### src/rtl/ssd_scan_driver.sv
// Multiplexed seven-segment scan driver with frame-latched data and per-slot dead time.
// Optional leading-zero blanking is enabled by defining SSD_LZ_BLANK_EN.
module ssd_scan_driver #(
    parameter int NUM_DIGITS = 4,
    parameter int SCAN_DIV   = 17
) (
    input  logic                    clk,
    input  logic                    rst_n,
    input  logic [4*NUM_DIGITS-1:0] bcd,
    input  logic [NUM_DIGITS-1:0]   dp_in,
    output logic [7:0]              D_ssd,
    output logic [NUM_DIGITS-1:0]   ssd_ctl,
    output logic                    scan_tick
);

    localparam int IDX_W = $clog2(NUM_DIGITS);
    localparam logic [IDX_W-1:0]    LAST_IDX  = IDX_W'(NUM_DIGITS - 1);
    localparam logic [SCAN_DIV-1:0] PRESC_MAX = '1;

    logic [SCAN_DIV-1:0]     r_presc;
    logic [IDX_W-1:0]        r_idx;
    logic [4*NUM_DIGITS-1:0] r_frameBcd;
    logic [NUM_DIGITS-1:0]   r_frameDp;
    logic [7:0]              r_seg;
    logic [NUM_DIGITS-1:0]   r_ctl;
    logic                    r_tick;

    logic [SCAN_DIV-1:0]     w_prescNext;
    logic [IDX_W-1:0]        w_idxNext;
    logic [4*NUM_DIGITS-1:0] w_frameBcdNext;
    logic [NUM_DIGITS-1:0]   w_frameDpNext;
    logic [3:0]              w_nibble;
    logic [6:0]              w_glyph;
    logic                    w_blank;
    logic                    w_wrap;
    logic [7:0]              w_segNext;
    logic [NUM_DIGITS-1:0]   w_ctlNext;
    logic                    w_tickNext;

    // Segment patterns for a..g, active-low; anything above 9 shows "F".
    function automatic logic [6:0] decodeGlyph(input logic [3:0] nib);
        logic [6:0] g;
        case (nib)
            4'd0:    g = 7'b0000001;
            4'd1:    g = 7'b1001111;
            4'd2:    g = 7'b0010010;
            4'd3:    g = 7'b0000110;
            4'd4:    g = 7'b1001100;
            4'd5:    g = 7'b0100100;
            4'd6:    g = 7'b0100000;
            4'd7:    g = 7'b0001111;
            4'd8:    g = 7'b0000000;
            4'd9:    g = 7'b0000100;
            default: g = 7'b0111000;
        endcase
        return g;
    endfunction

    // Outputs are registered from next-state values so they line up with the slot they describe.
    always_comb begin
        w_wrap         = (r_presc == PRESC_MAX);
        w_prescNext    = r_presc + SCAN_DIV'(1);
        w_idxNext      = r_idx;
        w_frameBcdNext = r_frameBcd;
        w_frameDpNext  = r_frameDp;
        if (w_wrap) begin
            if (r_idx == LAST_IDX) begin
                w_idxNext      = '0;
                w_frameBcdNext = bcd;
                w_frameDpNext  = dp_in;
            end else begin
                w_idxNext = r_idx + IDX_W'(1);
            end
        end

        w_nibble = w_frameBcdNext[{w_idxNext, 2'b00} +: 4];
        w_glyph  = decodeGlyph(w_nibble);
`ifdef SSD_LZ_BLANK_EN
        w_blank  = (w_idxNext != '0) &&
                   ((w_frameBcdNext >> {w_idxNext, 2'b00}) == '0);
`else
        w_blank  = 1'b0;
`endif
        if (w_blank) begin
            w_glyph = '1;
        end

        w_tickNext = (w_prescNext == PRESC_MAX);
        if (w_prescNext == '0) begin
            w_segNext = 8'hFF;
            w_ctlNext = '1;
        end else begin
            w_segNext = {w_glyph, ~w_frameDpNext[w_idxNext]};
            w_ctlNext = ~(NUM_DIGITS'(1) << w_idxNext);
        end
    end

    always_ff @(posedge clk or negedge rst_n) begin
        if (!rst_n) begin
            r_presc    <= '0;
            r_idx      <= '0;
            r_frameBcd <= '0;
            r_frameDp  <= '0;
            r_seg      <= 8'hFF;
            r_ctl      <= '1;
            r_tick     <= 1'b0;
        end else begin
            r_presc    <= w_prescNext;
            r_idx      <= w_idxNext;
            r_frameBcd <= w_frameBcdNext;
            r_frameDp  <= w_frameDpNext;
            r_seg      <= w_segNext;
            r_ctl      <= w_ctlNext;
            r_tick     <= w_tickNext;
        end
    end

    assign D_ssd     = r_seg;
    assign ssd_ctl   = r_ctl;
    assign scan_tick = r_tick;

endmodule

### config.mk
export PLATFORM = sky130hd
export DESIGN_NAME = ssd_scan_driver
export DESIGN_NICKNAME = d
export VERILOG_FILES = /design/src/rtl/ssd_scan_driver.sv
export SDC_FILE = /design/constraint.sdc
export NUM_CORES = 1
export LEC_CHECK = 0
export CAP_MARGIN = 20
export CORE_MARGIN = 5
export CORE_UTILIZATION = 50
export CTS_BUF_LIST = sky130_fd_sc_hd__clkbuf_8
export DETAILED_ROUTE_END_ITERATION = 8
export HOLD_SLACK_MARGIN = 0.02
export PLACE_DENSITY = 0.74
export SYNTH_ARGS = -nofsm -noshare
export SYNTH_HDL_FRONTEND = slang
export SYNTH_SLANG_ARGS = --single-unit
### constraint.sdc
create_clock -name clk -period 3.5 [get_ports clk]
set_input_delay 0.525 -clock clk [delete_from_list [all_inputs] [get_ports clk]]
set_output_delay 0.525 -clock clk [all_outputs]
set_load 0.1 [all_outputs]
==> impl_metrics.env, run 1 <==
export IMPL_status="finished clean"
export IMPL_gp_congestion=0.832
export IMPL_maxCapViolations=0
export IMPL_cp_slowest_stage_delay_ps=630
export IMPL_antenna_found_initial=0
export IMPL_cts_tree="yes"
export IMPL_ir_worst_vdd_mv=0.171
export IMPL_viasPerCell=5.49
export IMPL_fin_skew_ps=9.73
export IMPL_slew_viol_final=0
export IMPL_nNetsFinal=327
export IMPL_drive_above_1_share_pct=25.0
export IMPL_yosysUniqueCellTypes=58
export IMPL_grt_pass1_vias=1975
export IMPL_grt_start_max_net_pins=50
export IMPL_drtAntennaViolNets=0
export IMPL_min_path_type="in2async"
export IMPL_avgSynthCellArea_um2=11.2
export IMPL_tightest_slew_ps=981
export IMPL_clk_pin_slew_ps=100
export IMPL_grtUsageMet1_pct=19.8
export IMPL_cp_required_ps=3730
export IMPL_first_pass_iters=4
export IMPL_core_area_um2=5540
export IMPL_rsz0062_at_grt="no"
export IMPL_clockBufferDepth=2
export IMPL_syn_inst=257
export IMPL_use_met3_pct=3.75
export IMPL_die_w_um=85.8
export IMPL_htreeDepth=2
export IMPL_synth_warnings=0
export IMPL_crit_chain="and3_1 > and3_1 > nand2_1 > nor2_1 > ha_4 > mux2i_4 > mux4_1 > mux2i_4 > inv_2 > ha_1 > mux2_4 > o211ai_2"
export IMPL_final_period_utilization_pct=91.8
export IMPL_syn_cell_area_um2=2870
export IMPL_syn_nets=289
export IMPL_cp_data_arrival_time_ps=3440
export IMPL_num_rows=27
export IMPL_globalRouteOverflowTotal=0
export IMPL_critical_path_class="reg2reg"
export IMPL_hold_viol_final=0
export IMPL_first_iter_violations=66
export IMPL_fp_dieArea_um2=7360
export IMPL_antenna_cells=0
export IMPL_p_leak_uw=0.00158
export IMPL_max_freq_ghz=0.311
export IMPL_pin_count=35
export IMPL_root_buffer="clkbuf_8"
export IMPL_endpoint_kind="register"
export IMPL_start_util_pct=51.9
export IMPL_period_minus_slack_ps=3210
export IMPL_final_util_pct=62.3
export IMPL_die_height_um=85.8
export IMPL_ctsHoldBuffers=0
export IMPL_ys_seq_elements=52
export IMPL_dpl_hpwl_um=4000
export IMPL_power_density_nw_per_um2=342
export IMPL_clk_insertion_delay_late_ps=300
export IMPL_portBuffers=34
export IMPL_wl_per_cell_um=14.6
export IMPL_setup_tns_ps=0
export IMPL_synth_seq_area_share_pct=45.8
export IMPL_worst_setup_path_start_kind="register"
export IMPL_vias=2020
export IMPL_busiest_layer="met2"
export IMPL_cp_slowest_cell="mux4_1"
export IMPL_grt_pass1_wl_um=9170
export IMPL_grt_use_total_pct=15.4
export IMPL_syn_to_final_growth_pct=20.0
export IMPL_setup_violations=0
export IMPL_maxSlewHeadroom_pct=34.4
export IMPL_drc=0
export IMPL_path_max_fanout=9
export IMPL_fillers=430
export IMPL_clock_sinks=52
export IMPL_critPathTopFamily="multiplexers"
export IMPL_met2_usage_pct=26.0
export IMPL_numCtsBuffers=5
export IMPL_drt_wl_total_um=5360
export IMPL_cp_buffers_inverters=1
-- metrics by stage --
stage | hold WS, ps | total power [uW] | cell area (um^2) | cells | worst slack, ps
after floorplan | 229 | 724 | 2880 | 257 | 86.9
after global placement | 478 | 779 | 3290 | 359 | 200
after detailed placement | 483 | 781 | 3290 | 359 | 172
after CTS | 431 | 1190 | 3400 | 367 | 156
after global routing | 31.3 | 1230 | 3450 | 368 | 11.2
final | 41.4 | 1180 | 3450 | 368 | 287
-- routing by layer --
layer / wire [um] / up-vias
met5: 0 / -
met4: 73 / 0
met3: 276 / 9
met2: 2700 / 55
met1: 2310 / 963
li1: - / 993
-- state kept, by name, indices dropped and copies added, names as in the netlist --
name,flops
D_ssd,8
r_frameBcd,16
r_frameDp,4
r_idx,2
r_presc,17
scan_tick,1
ssd_ctl,4
-- cell usage in the layout, fill, tap and decap left out, drive strengths merged, types with 3 or more instances in the layout --
cell / synthesis / layout
a211o: 3 / 3
a21bo: 7 / 7
a21o: 4 / 4
a22oi: 6 / 6
and2: 3 / 3
and3: 6 / 6
buf: 13 / 16
clkbuf: 5 / 5
clkdlybuf4s50: 0 / 33
dfrtp: 40 / 40
dfstp: 12 / 12
ha: 10 / 10
inv: 8 / 8
mux2: 15 / 15
mux2i: 3 / 3
nand2: 33 / 33
nand2b: 3 / 3
nand3: 13 / 13
nand4: 6 / 6
nor2: 6 / 6
nor3: 4 / 4
nor4: 3 / 3
o211ai: 3 / 3
o21ai: 6 / 6
or3b: 3 / 3
xnor2: 13 / 13
xor2: 7 / 7
-- synthesized netlist by cell type, drive strengths merged --
cell type | n | area [um^2]
o31ai | 1 | 7.51
o21ai | 6 | 33.8
xor2 | 7 | 61.3
a21o | 4 | 30.0
mux2 | 15 | 180
a211o | 3 | 26.3
or4bb | 1 | 11.3
nand2b | 3 | 18.8
nand3 | 13 | 65.1
nand2 | 33 | 131
and4 | 1 | 8.76
and3 | 6 | 37.5
nor4 | 3 | 18.8
or2b | 1 | 7.51
nand4bb | 1 | 11.3
a32oi | 1 | 8.76
buf | 13 | 92.6
mux2i | 3 | 46.3
o21bai | 1 | 7.51
a31oi | 2 | 12.5
a31o | 1 | 8.76
a21boi | 1 | 11.3
a2111oi | 1 | 27.5
nor3 | 4 | 20.0
a221oi | 2 | 23.8
a21bo | 7 | 70.1
nand4 | 6 | 37.5
nor2 | 6 | 22.5
mux4 | 2 | 52.6
or3b | 3 | 26.3
a22oi | 6 | 50.1
nand3b | 2 | 15.0
or4b | 1 | 10.0
o32ai | 1 | 8.76
dfrtp | 40 | 1000
o211ai | 3 | 27.5
ha | 10 | 125
inv | 8 | 30.0
a22o | 1 | 8.76
xnor2 | 13 | 114
a2111o | 1 | 12.5
dfstp | 12 | 315
clkbuf | 5 | 20.0
and2 | 3 | 18.8
-- where the power goes --
group | internal (uW) | switching, uW | leakage, uW | total (uW)
sequential | 620 | 3.67 | 0.000605 | 624
clock | 212 | 197 | 0.0000541 | 408
combinational | 58.0 | 88.9 | 0.000918 | 147
total | 890 | 289 | 0.00158 | 1180
-- cell type report --
cell class                 instances  area (um^2)  area share, %
multi-input combinational        179         1440           41.6
sequential                        52         1320           38.2
timing repair buffer              49          464           13.5
tap                               72         90.1           2.61
clock buffer                       5         68.8           1.99
clock inverter                     3         42.5           1.23
inverter                           8         30.0          0.871
-- timing repair --
action	4_1_cts	5_1_grt
resized for setup	0	5
setup endpoints to repair	0	4
buffers inserted	0	0
-- path summary, 6_finish.rpt --
check	startpoint	slack, ps	end	cells past startpoint
worst max-delay path	r_presc[2]$_DFF_PN0_	290	D_ssd[3]$_DFF_PN1_	12
worst min-delay path	rst_n	40	r_frameBcd[15]$_DFF_PN0_	1
worst max register to register	r_presc[2]$_DFF_PN0_	290	D_ssd[3]$_DFF_PN1_	12
worst min register to register	r_frameBcd[5]$_DFF_PN0_	500	r_frameBcd[5]$_DFF_PN0_	1
max in group asynchronous	rst_n	2790	D_ssd[1]$_DFF_PN1_	3
min in group clk	r_frameBcd[5]$_DFF_PN0_	500	r_frameBcd[5]$_DFF_PN0_	1
-- cells by family after synthesis --
kind of cell | count (synthesis) | synth area share, %
adders and majority gates | 10 | 4.35
xor gates and xnor gates | 20 | 6.09
muxes | 20 | 9.71
and+or+nand+nor | 87 | 16.0
AOI/OAI and AO/OA | 42 | 13.1
buffers and inverters | 26 | 4.96
DFF | 52 | 45.8
No activity file was read; power rests on OpenSTA's default activity.
==> run 2: changes to the inputs <==
ABC_AREA = 1   (was not set)
==> impl_metrics.env, run 2 <==
export IMPL_clk_insertion_delay_late_ps=310
export IMPL_drtAntennaViolNets=0
export IMPL_largest_register_ffs=17
export IMPL_maxCapViolations=0
export IMPL_status="finished clean"
export IMPL_setup_violations=0
export IMPL_setup_tns_ps=0
export IMPL_post_synth_top_count_cell="nand2_1"
export IMPL_ctsHoldBuffers=0
export IMPL_maxSlewHeadroom_pct=34.4
export IMPL_critPathTopFamily="simple AND/OR/NAND/NOR gates"
export IMPL_antenna_found_initial=0
export IMPL_cp_data_arrival_time_ps=3370
export IMPL_viasPerCell=5.08
export IMPL_clk_pin_slew_ps=100
export IMPL_hold_viol_final=0
export IMPL_worst_setup_path_start_kind="register"
export IMPL_final_period_utilization_pct=89.9
export IMPL_synth_edf_count=0
export IMPL_synth_top_family_by_area="simple AND/OR/NAND/NOR gates"
export IMPL_grt_start_max_net_pins=40
export IMPL_p_clk_share_pct=35.1
export IMPL_root_buffer="clkbuf_8"
export IMPL_grt_pass1_wl_um=10100
export IMPL_vias=2339
export IMPL_first_pass_iters=4
export IMPL_fillers=452
export IMPL_pwr_share_comb_pct=3.6
export IMPL_portBuffers=34
export IMPL_holdWs_ps=338
export IMPL_ys_seq_elements=52
export IMPL_drive_above_1_share_pct=12.8
export IMPL_final_util_pct=63.1
export IMPL_min_path_type="in2async"
export IMPL_grt_use_total_pct=17.7
export IMPL_nNetsFinal=421
export IMPL_drc=0
export IMPL_regMostFlops="r_presc"
export IMPL_power_uw=981
export IMPL_drt_wl_total_um=5940
export IMPL_yosysTopAreaCell="dfrtp_1"
export IMPL_first_iter_violations=131
export IMPL_die_w_um=83.7
export IMPL_p_seq_share_pct=61.3
export IMPL_timing_rr_start="r_presc[1]$_DFF_PN0_"
export IMPL_synthMuxAreaShare_pct=0
export IMPL_critical_path_class="reg2reg"
export IMPL_syn_cell_area_um2=2710
export IMPL_tightest_slew_ps=981
export IMPL_synth_xor_area_share_pct=0.323
export IMPL_syn_inst=346
export IMPL_cts_tree="yes"
export IMPL_p_switching_uw=217
export IMPL_power_internal_uw=764
export IMPL_netlist_area_leader_share_pct=36.9
export IMPL_fp_dieArea_um2=7000
export IMPL_synth_warnings=0
export IMPL_num_rows=26
export IMPL_syn_to_final_growth_pct=20.2
export IMPL_dpl_hpwl_um=4470
export IMPL_yosysUniqueCellTypes=26
export IMPL_slew_viol_final=0
export IMPL_async_flop_share_pct=100
export IMPL_ys_flop_type="dfrtp_1"
export IMPL_cp_buffers_inverters=2
export IMPL_synth_simple_area_share_pct=38.5
export IMPL_core_area_um2=5170
export IMPL_place_area_um2=3140
export IMPL_fin_skew_ps=13.3
export IMPL_endpoint_kind="register"
export IMPL_globalRouteOverflowTotal=0
export IMPL_crit_chain="ha_1 > nand2_1 > nor2_2 > nand3_1 > nor4_2 > ha_2 > nand2_2 > buf_4 > nand2_1 > nand2_1 > nand3_1 > nand2_1 > nor2_1 > inv_1 > ha_1 > nand3b_1 > nand3_1 > nand3_1"
export IMPL_cp_slowest_stage_delay_ps=410
export IMPL_start_util_pct=52.4
export IMPL_period_minus_slack_ps=3150
export IMPL_p_leak_uw=0.00155
export IMPL_clock_sinks=52
export IMPL_synth_commonest_cells="nand2_1, nand3_1, dfrtp_1"
export IMPL_ir_worst_vdd_mv=0.243
export IMPL_syn_nets=378
export IMPL_path_max_fanout=13
export IMPL_htreeDepth=2
export IMPL_avgSynthCellArea_um2=7.84
export IMPL_synth_seq_area_share_pct=48.5
export IMPL_max_freq_ghz=0.318
export IMPL_swShare_pct=22.1
export IMPL_die_height_um=83.7
export IMPL_layout_common_cells="nand2_1, nand3_1, dfrtp_1, clkdlybuf4s50_1, inv_1"
export IMPL_post_route_cell_area_um2=3260
export IMPL_synthAdderAreaFrac_pct=4.61
export IMPL_numCtsBuffers=5
export IMPL_gp_congestion=0.860
export IMPL_wl_per_cell_um=12.9
export IMPL_grt_pass1_vias=2175
export IMPL_rsz0062_at_grt="no"
export IMPL_antenna_cells=0
export IMPL_power_density_nw_per_um2=301
export IMPL_critPathLaunch="r_presc[1]$_DFF_PN0_"
export IMPL_pin_count=35
export IMPL_final_common_cell="nand2_1"
export IMPL_cp_slowest_cell="dfrtp_1"
export IMPL_synth_compound_area_share_pct=1.94
export IMPL_clockBufferDepth=2
export IMPL_synth_area_top_cells="dfrtp_1, nand2_1, dfstp_2"
export IMPL_cp_required_ps=3720
run 2: cell types whose count changed after synthesis, moves of 5 or more:
cell,previous run,this run
a21bo_2,7,0
mux2_2,12,0
and3_1,6,0
nor2_2,0,6
xor2_1,7,1
nor2_1,6,22
a22oi_1,5,0
nand2_1,32,134
inv_1,7,31
nand3_1,13,45
xnor2_1,13,0
run 2: what timing repair did:
| action | 4_1_cts | 5_1_grt |
|---|---|---|
| endpoints found under the setup margin | 0 | 7 |
| resized for setup | 0 | 2 |
| buffers inserted | 0 | 3 |
run 2: power by group through the flow:
| stage | combinational, uW | sequential, uW | clock (uW) |
|---|---|---|---|
| 2_1_floorplan | 0.0179 | 612 | 0 |
| 3_5_place_dp | 36.3 | 612 | 0 |
| 6_report | 35.6 | 601 | 345 |
| 5_1_grt | 39.5 | 601 | 379 |
| 4_1_cts | 36.6 | 601 | 354 |
| 3_3_place_gp | 36.4 | 612 | 0 |
run 2: path summary, 6_finish.rpt:
path / to / slack, ps / depth (start not counted)
max reg2reg: D_ssd[4]$_DFF_PN1_ / 350 / 18
max: D_ssd[4]$_DFF_PN1_ / 350 / 18
min: r_frameBcd[2]$_DFF_PN0_ / 340 / 1
min reg2reg: r_frameBcd[9]$_DFF_PN0_ / 480 / 2
max in group asynchronous: D_ssd[0]$_DFF_PN1_ / 2380 / 2
min in group clk: r_frameBcd[9]$_DFF_PN0_ / 480 / 2
run 2: layout make-up:
type                            instances  area [um^2]  area share, %
Multi-Input combinational cell        254         1240           38.0
Clock buffer                            5         68.8           2.11
Clock inverter                          3         20.0          0.614
Tap cell                               70         87.6           2.69
Timing Repair Buffer                   44          410           12.6
Sequential cell                        52         1320           40.4
Inverter                               32          120           3.68
run 2: metrics by stage:
stage / cells / setup slack, ps
floorplan: 346 / 650
global placement: 449 / 308
detailed placement: 449 / 161
CTS: 457 / 138
global route: 460 / 17.4
finish: 460 / 352
run 2: metal layers:
metal / track usage (%) / share of wire (%)
met4: 5.70 / 1.0
met2: 27.7 / 46
met5: 0 / 0
met1: 25.2 / 48
met3: 2.67 / 5.1
run 2: logic make-up (layout without fill, tap and decap cells):
| kind of cell | count (synthesis) | count (layout) |
|---|---|---|
| AND/OR/NAND/NOR | 236 | 236 |
| flip-flops | 52 | 52 |
| buffers and inverters | 40 | 84 |
| adder cells (fa/ha/maj) | 10 | 10 |
| AO/OA/AOI/OAI | 7 | 7 |
| XOR/XNOR | 1 | 1 |
run 2: worst reg2reg max path, stage by stage (launching register included):
cell and delay, ps:
dfrtp_1 410, ha_1 230, nand2_1 100, nor2_2 200, nand3_1 150, nor4_2 180
ha_2 280, nand2_2 200, buf_4 240, nand2_1 60, nand2_1 60, nand3_1 90
nand2_1 70, nor2_1 170, inv_1 90, ha_1 210, nand3b_1 170, nand3_1 90
nand3_1 70
==> run 3: changes to the inputs <==
PLACE_DENSITY = 0.71   (was 0.74)
clock period = 4.1 ns   (was 3.5 ns; I/O delays follow)
==> impl_metrics.env, run 3 (synthesized netlist as in run 2, its figures left out) <==
export IMPL_post_route_cell_area_um2=3190
export IMPL_maxSlewHeadroom_pct=35.3
export IMPL_antenna_cells=0
export IMPL_die_w_um=83.7
export IMPL_met2WireLength_um=2390
export IMPL_cp_required_ps=4310
export IMPL_portBuffers=34
export IMPL_period_minus_slack_ps=3430
export IMPL_start_util_pct=52.4
export IMPL_dpl_hpwl_um=4270
export IMPL_maxCapViolations=0
export IMPL_path_max_fanout=25
export IMPL_viasPerCell=5.13
export IMPL_syn_to_final_growth_pct=17.4
export IMPL_power_internal_uw=646
export IMPL_layout_common_cells="nand2_1, nand3_1, dfrtp_1, inv_1, clkdlybuf4s50_1"
export IMPL_first_iter_violations=150
export IMPL_setup_violations=0
export IMPL_ir_worst_vdd_mv=0.141
export IMPL_cts_setup_buffers=0
export IMPL_pin_count=35
export IMPL_cts_resized=0
export IMPL_regMostFlops="r_presc"
export IMPL_first_pass_iters=5
export IMPL_wl_met1_um=2870
export IMPL_route_met3_wl_um=335
export IMPL_grt_use_total_pct=17.3
export IMPL_largest_register_ffs=17
export IMPL_grt_pass1_vias=2072
export IMPL_min_path_type="in2async"
export IMPL_ctsHoldBuffers=0
export IMPL_status="finished clean"
export IMPL_antenna_found_initial=0
export IMPL_dr_max_layer_used="met4"
export IMPL_worstRegToRegCells=18
export IMPL_fp_dieArea_um2=7000
export IMPL_final_common_cell="nand2_1"
export IMPL_setup_tns_ps=0
export IMPL_wl_per_cell_um=12.6
export IMPL_p_switching_uw=176
export IMPL_clock_sinks=52
export IMPL_htreeDepth=2
export IMPL_cp_data_arrival_time_ps=3650
export IMPL_place_area_um2=3100
export IMPL_final_period_utilization_pct=83.8
export IMPL_root_buffer="clkbuf_8"
export IMPL_p_leak_uw=0.00151
export IMPL_grt_pass1_wl_um=9830
export IMPL_die_height_um=83.7
export IMPL_slew_viol_final=0
export IMPL_core_area_um2=5170
export IMPL_swShare_pct=21.4
export IMPL_drt_wl_total_um=5700
export IMPL_clockBufferDepth=2
export IMPL_numCtsBuffers=5
export IMPL_power_density_nw_per_um2=258
export IMPL_tightest_slew_ps=968
export IMPL_cts_tree="yes"
export IMPL_hold_viol_final=0
export IMPL_clk_pin_slew_ps=100
export IMPL_drive_above_1_share_pct=9.95
export IMPL_num_rows=26
export IMPL_grt_start_max_net_pins=42
export IMPL_globalRouteOverflowTotal=0
export IMPL_critical_path_class="reg2reg"
export IMPL_worstReg2RegEnd="D_ssd[4]$_DFF_PN1_"
export IMPL_worst_setup_path_start_kind="register"
export IMPL_fin_skew_ps=14.6
export IMPL_holdWs_ps=173
export IMPL_reg2reg_slack_ps=670
export IMPL_drtAntennaViolNets=0
export IMPL_nNetsFinal=413
export IMPL_p_clk_share_pct=33.9
export IMPL_rsz0062_at_grt="no"
export IMPL_clk_insertion_delay_late_ps=310
export IMPL_endpoint_kind="register"
export IMPL_vias=2319
export IMPL_p_seq_share_pct=62.4
export IMPL_timing_rr_start="r_presc[1]$_DFF_PN0_"
export IMPL_max_freq_ghz=0.291
export IMPL_drc=0
export IMPL_gp_congestion=0.884
export IMPL_pwr_share_comb_pct=3.7
[run 3: cell count changes in the layout (fill, tap and decap cells not counted)]
cell / change
inv_1: +2
inv_4: -1
inv_6: -1
ha_1: +1
nor4_2: -1
nor4_1: +1
buf_4: -8
ha_2: -1
[run 3: routing by layer]
layer  track usage (%)  vias to the layer above
li1                  -                     1175
met1              25.8                     1072
met2              24.3                       61
met3              3.85                       11
met4              6.43                        0
met5                 0                        -
[run 3: how the worst max path moves through the flow]
stage / startpoint / to / slack, ps / depth (start not counted)
2_1_floorplan: r_presc[1]$_DFF_PN0_ / D_ssd[4]$_DFF_PN1_ / 1250 / 19
3_3_place_gp: r_presc[1]$_DFF_PN0_ / D_ssd[4]$_DFF_PN1_ / 850 / 18
3_5_place_dp: r_presc[1]$_DFF_PN0_ / D_ssd[4]$_DFF_PN1_ / 640 / 18
4_1_cts: r_presc[1]$_DFF_PN0_ / D_ssd[4]$_DFF_PN1_ / 630 / 18
5_1_grt: r_presc[1]$_DFF_PN0_ / D_ssd[4]$_DFF_PN1_ / 210 / 18
6_report: r_presc[1]$_DFF_PN0_ / D_ssd[4]$_DFF_PN1_ / 670 / 18
[run 3: worst max-delay path, stage by stage (launching register included)]
cell and delay, ps:
dfrtp_1 430, ha_1 250, nand2_1 100, nor2_2 200
nand3_1 130, nor4_1 200, ha_1 230, buf_4 300
nand2_1 130, nand3_2 170, nor2_1 120, nand2_1 80
nand2_1 50, nor2_1 280, inv_1 110, ha_1 220
nand3b_1 170, nand3_1 90, nand3_1 70
[run 3: power groups by stage]
stage          clock network (uW)  logic (uW)  registers [uW]
2_1_floorplan                   0      0.0154             523
4_1_cts                       288        31.3             513
3_5_place_dp                    0        31.2             523
3_3_place_gp                    0        30.9             523
6_report                      279        30.2             513
5_1_grt                       309        33.7             513
[run 3: layout make-up]
cell class,count,area (um^2)
clock buffers,5,68.8
well taps,70,87.6
clock inverters,3,12.5
multi-input cells,254,1230
inverters,32,120
fillers,489,1990
repair buffers,36,350
flip-flops and latches,52,1320
[run 3: stage by stage]
stage          worst slack, ps  cells  utilization [%]  total power, uW
3_5_place_dp               637    444             60.0              554
6_report                   666    452             61.6              822
2_1_floorplan             1250    346                -              523
3_3_place_gp               850    444             60.0              554
4_1_cts                    630    452             61.6              833
5_1_grt                    209    452             61.6              856
